--- config.mk ---
export PLATFORM = sky130hd
export DESIGN_NAME = masked_share_encoder
export DESIGN_NICKNAME = d
export VERILOG_FILES = /design/src/rtl/masked_share_encoder.sv
export SDC_FILE = /design/constraint.sdc
export NUM_CORES = 1
export LEC_CHECK = 0
export CORE_MARGIN = 2
export CORE_UTILIZATION = 39
export CTS_BUF_LIST = sky130_fd_sc_hd__clkbuf_16
export DETAILED_ROUTE_END_ITERATION = 16
export PLACE_DENSITY = 0.75
export SYNTH_ARGS = -nofsm -noshare
export SYNTH_HDL_FRONTEND = slang
export SYNTH_SLANG_ARGS = --single-unit
--- constraint.sdc ---
create_clock -name clk -period 1.2 [get_ports clk]
set_input_delay 0.24 -clock clk [delete_from_list [all_inputs] [get_ports clk]]
set_output_delay 0.24 -clock clk [all_outputs]
set_load 0.02 [all_outputs]
--- src/rtl/masked_share_encoder.sv ---
// Boolean masking encoder: splits an unmasked word into security_order+1 shares
// using one beat of fresh randomness per word; shares leave from registers only.
module masked_share_encoder #(
   parameter int unsigned security_order = 1,
   parameter int unsigned width          = 8
) (
   input  logic                                                         clk,
   input  logic                                                         rst,
   input  logic [width-1:0]                                             in_data,
   input  logic                                                         in_valid,
   output logic                                                         in_ready,
   input  logic [((security_order == 0) ? 1 : security_order*width)-1:0] rnd,
   input  logic                                                         rnd_valid,
   output logic                                                         rnd_ready,
   output logic [(security_order+1)*width-1:0]                          out_shares,
   output logic                                                         out_valid,
   input  logic                                                         out_ready
);

   localparam int unsigned D    = security_order;
   localparam int unsigned N    = D + 1;
   localparam int unsigned SH_W = N * width;

   typedef enum logic [1:0] {
      IDLE     = 2'd0,
      WAIT_RND = 2'd1,
      OUT      = 2'd2
   } state_t;

   state_t            state_q, state_d;
   logic [width-1:0]  hold_q, hold_d;
   logic [SH_W-1:0]   shares_q, shares_d;
   logic [SH_W-1:0]   enc;

   // Share encoding: shares 1..d are raw randomness, share 0 absorbs the data
   for (genvar k = 0; k < int'(width); k++) begin : g_bit
      logic [D:0] sh;
      if (D == 0) begin : g_unmasked
         assign sh[0] = hold_q[k];
      end else begin : g_masked
         for (genvar s = 1; s <= int'(D); s++) begin : g_share
            assign sh[s] = rnd[k*int'(D) + s - 1];
         end
         assign sh[0] = hold_q[k] ^ (^sh[D:1]);
      end
      assign enc[k*int'(N) +: int'(N)] = sh;
   end

   always_ff @(posedge clk or posedge rst) begin
      if (rst) begin
         state_q  <= IDLE;
         hold_q   <= '0;
         shares_q <= '0;
      end else begin
         state_q  <= state_d;
         hold_q   <= hold_d;
         shares_q <= shares_d;
      end
   end

   always_comb begin
      state_d   = state_q;
      hold_d    = hold_q;
      shares_d  = shares_q;
      rnd_ready = 1'b0;
      case (state_q)
         IDLE: begin
            if (in_valid) begin
               hold_d  = in_data;
               state_d = WAIT_RND;
            end
         end
         WAIT_RND: begin
            // With no masking there is nothing to wait for, so the beat is implicit
            rnd_ready = (D == 0) ? 1'b1 : rnd_valid;
            if (rnd_ready) begin
               shares_d = enc;
               state_d  = OUT;
            end
         end
         OUT: begin
            if (out_ready) begin
               shares_d = '0;
               hold_d   = '0;
               state_d  = IDLE;
            end
         end
         default: state_d = IDLE;
      endcase
   end

   assign in_ready   = (state_q == IDLE);
   assign out_valid  = (state_q == OUT);
   assign out_shares = shares_q;

endmodule

==> impl_results.md <==
- Mean Syn Cell Area: 12.3 µm²
- # hold bufs at CTS: 0
- Die Y: 58.2 µm
- Switching share of power: 0.372
- CTS Buf Count: 3
- Nets@finish: 164
- Multiplexer area fraction after synthesis: 0
- Fmax: 739 MHz
- Crit Path Max Fanout: 2
- CP endpoint kind: output pin
- FF+latch count, synth: 26
- Compound-gate portion of the synthesized area: 0.255
- Largest net degree at the start of global routing: 27
- GPL Wtd Cong: 0.783
- Clk buf depth: 2
- Die X: 58.2 µm
- Synth Area in XOR/XNOR: 0.0612
- WHS: 0.297 ns
- FF-to-FF setup slack: -0.15 ns
- Worst Slack Setup Final: -0.153 ns
- Worst-skew pair later-pin latency: 0.26 ns
- Pre-Repair DR Iteration Count: 4
- Grt ovf: 0
- Peak supply drop: 1.77 mV
- Slew @ Worst Pin: 0.218 ns
- Seq pwr share: 0.351
- Hpwl dp: 1.88 mm
- Class of the worst hold path: input pin to async pin
- Post-Synth Adder-Cell Area: 0
- Final setup violation count: 20
- Switching pwr: 1650 µW
- Synthesis Warnings: 0
- Total Routing Usage GR: 0.167
- Violated checks: negative setup slack
- Max-cap viol count: 0
- Via count of the first global-routing pass: 911
- Final ANT Viol Nets: 0
- Final TNS setup: -2.40 ns
- Reg-to-Reg Start: state_q[1]$_DFFE_PP0P_
- Syn Std Cell Area: 1140 µm²
- Synth Net Count: 114
- Logic pwr share: 0.483
- Fillcell total: 231
- Drt total wl: 2.72 mm
- Starting density of the core: 0.412
- Initial antenna violation count: 0
- Wirelength per Cell: 15.7 µm
- Ant diodes: 0
- Wire length of the first global-routing pass: 4.17 mm
- Critical path required time: 0.96 ns
- Vias per cell: 5.47
- Total die area: 3380 µm²
- Distinct cells, synth: 14
- Simple-Gate Fraction of Synth Area: 0.0689
- RSZ-0062 raised after global routing: true
- Cells after Synth: 93
- Seq. cell area: 651 µm²
- Share of cells above drive strength 1: 0.239
- Final hold violations: 0
- Clk pwr share: 0.166
- Relative slew slack: 0.855
- Final period util: 1.13
- LEAKAGE: 0.000809 µW
- Max Slew Vio Count: 0
- Crit start category: input pin
- Commonest non-fill, non-tap cell in the layout: dfrtp_1
- Via count: 946
- Setup Skew: 0.00190 ns
- CTS clock-pin slew for the worst setup and hold paths: 0.06 ns
- CTS Sinks: 26
- Kind of critical path: input pin to output pin
- Row cnt: 19
- Internal: 2790 µW
- Pre-CTS setup slack: -0.602 ns
- CTS tree: built
- Root buf cell: clkbuf_16
- Initial DRC Count: 11
- Status: finished with violations
- # IOs: 40
- Tmin final: 1.35 ns
- Combinational family with the most area after synthesis: compound AO/OA/AOI/OAI gates
- Core area: 2780 µm²
- H-tree depth: 1
- Reg2reg end: out_shares[14]$_DFFE_PP0P_
- PwrDens: 2590 nW/µm²
- Area growth syn-to-layout: 50.1%
- Worst Reg-to-Reg Cells: 5
- WP data arrival: 1.11 ns
- Seq/Total Area, Yosys: 0.568
- Commonest cells after routing, fill and taps aside: dfrtp_1 (26), clkdlybuf4s50_1 (20), a22o_1 (16)
- IO Port Bufs: 39
- Area occupied by multi-input gates: 480 µm²
- DRC viols: 0
- Total chip power: 4450 µW
[power groups by stage]
| stage | sequential [µW] | clock (µW) | combinational (µW) |
|---|---|---|---|
| 2_1_floorplan | 1800 | 0 | 973 |
| 3_3_place_gp | 1560 | 0 | 2090 |
| 3_5_place_dp | 1580 | 0 | 2160 |
| 4_1_cts | 1560 | 758 | 2110 |
| 5_1_grt | 1610 | 794 | 2290 |
| 6_report | 1560 | 738 | 2150 |
[metal layers]
layer,routed length [µm],track usage
met5,0,0
met4,44,0.0631
met1,1140,0.200
met3,122,0.0469
met2,1410,0.284
[worst max-delay path by stage]
stage	cells past startpoint	endpoint	slack, ns	start
finish	3	rnd_ready	-0.15	rnd_valid
detailed placement	3	rnd_ready	-0.60	rnd_valid
global route	6	out_shares[6]$_DFFE_PP0P_	-0.18	rnd_valid
global placement	3	rnd_ready	-0.59	rnd_valid
floorplan	5	out_shares[10]$_DFFE_PP0P_	-0.08	state_q[1]$_DFFE_PP0P_
CTS	2	rnd_ready	-0.14	state_q[1]$_DFFE_PP0P_
[critical path: stages]
cell             delay (ns)
clkdlybuf4s50_1        0.48
and3b_2                0.22
buf_2                  0.17
[repair_timing]
action	CTS	global route
resized for setup	51	15
gates cloned	0	1
pin swaps	1	4
setup endpoints to repair	45	38
setup buffers	1	2
[cell families after synthesis]
family / Yosys count
flip-flops: 26
buffers and inverters: 10
AO/OA/AOI/OAI: 36
AND/OR/NAND/NOR: 13
XOR/XNOR: 8
[flip-flops by register name, summed over array words and instances (netlist names)]
register / flops
hold_q: 8
out_shares: 16
state_q: 2
[Yosys cell counts]
master | instances | area (µm²)
a21o_1 | 2 | 15.0
a21oi_1 | 9 | 45.0
a22o_1 | 16 | 140
a31oi_4 | 1 | 21.3
and3b_1 | 1 | 8.76
buf_2 | 1 | 5.00
buf_6 | 2 | 22.5
clkbuf_1 | 3 | 11.3
dfrtp_1 | 26 | 651
inv_1 | 4 | 15.0
nor2_1 | 2 | 7.51
nor2b_1 | 10 | 62.6
o2bb2ai_1 | 8 | 70.1
xor2_1 | 8 | 70.1
[layout make-up]
class,count,share of cell area
clock inverter,1,0.00218
inverter,4,0.00874
multi-input combinational,58,0.280
tap,31,0.0226
clock buffer,3,0.0437
sequential,26,0.379
timing repair buffer,50,0.264
[per-stage QoR]
| step | cells | cell area (µm²) | util |
|---|---|---|---|
| final | 173 | 1720 | 0.618 |
| after global routing | 173 | 1720 | 0.618 |
| after CTS | 171 | 1730 | 0.620 |
| after detailed placement | 166 | 1630 | 0.585 |
| after global placement | 166 | 1630 | 0.585 |
| after floorplan | 93 | 1140 | - |
Note: power is estimated with default switching activity, not from simulation.
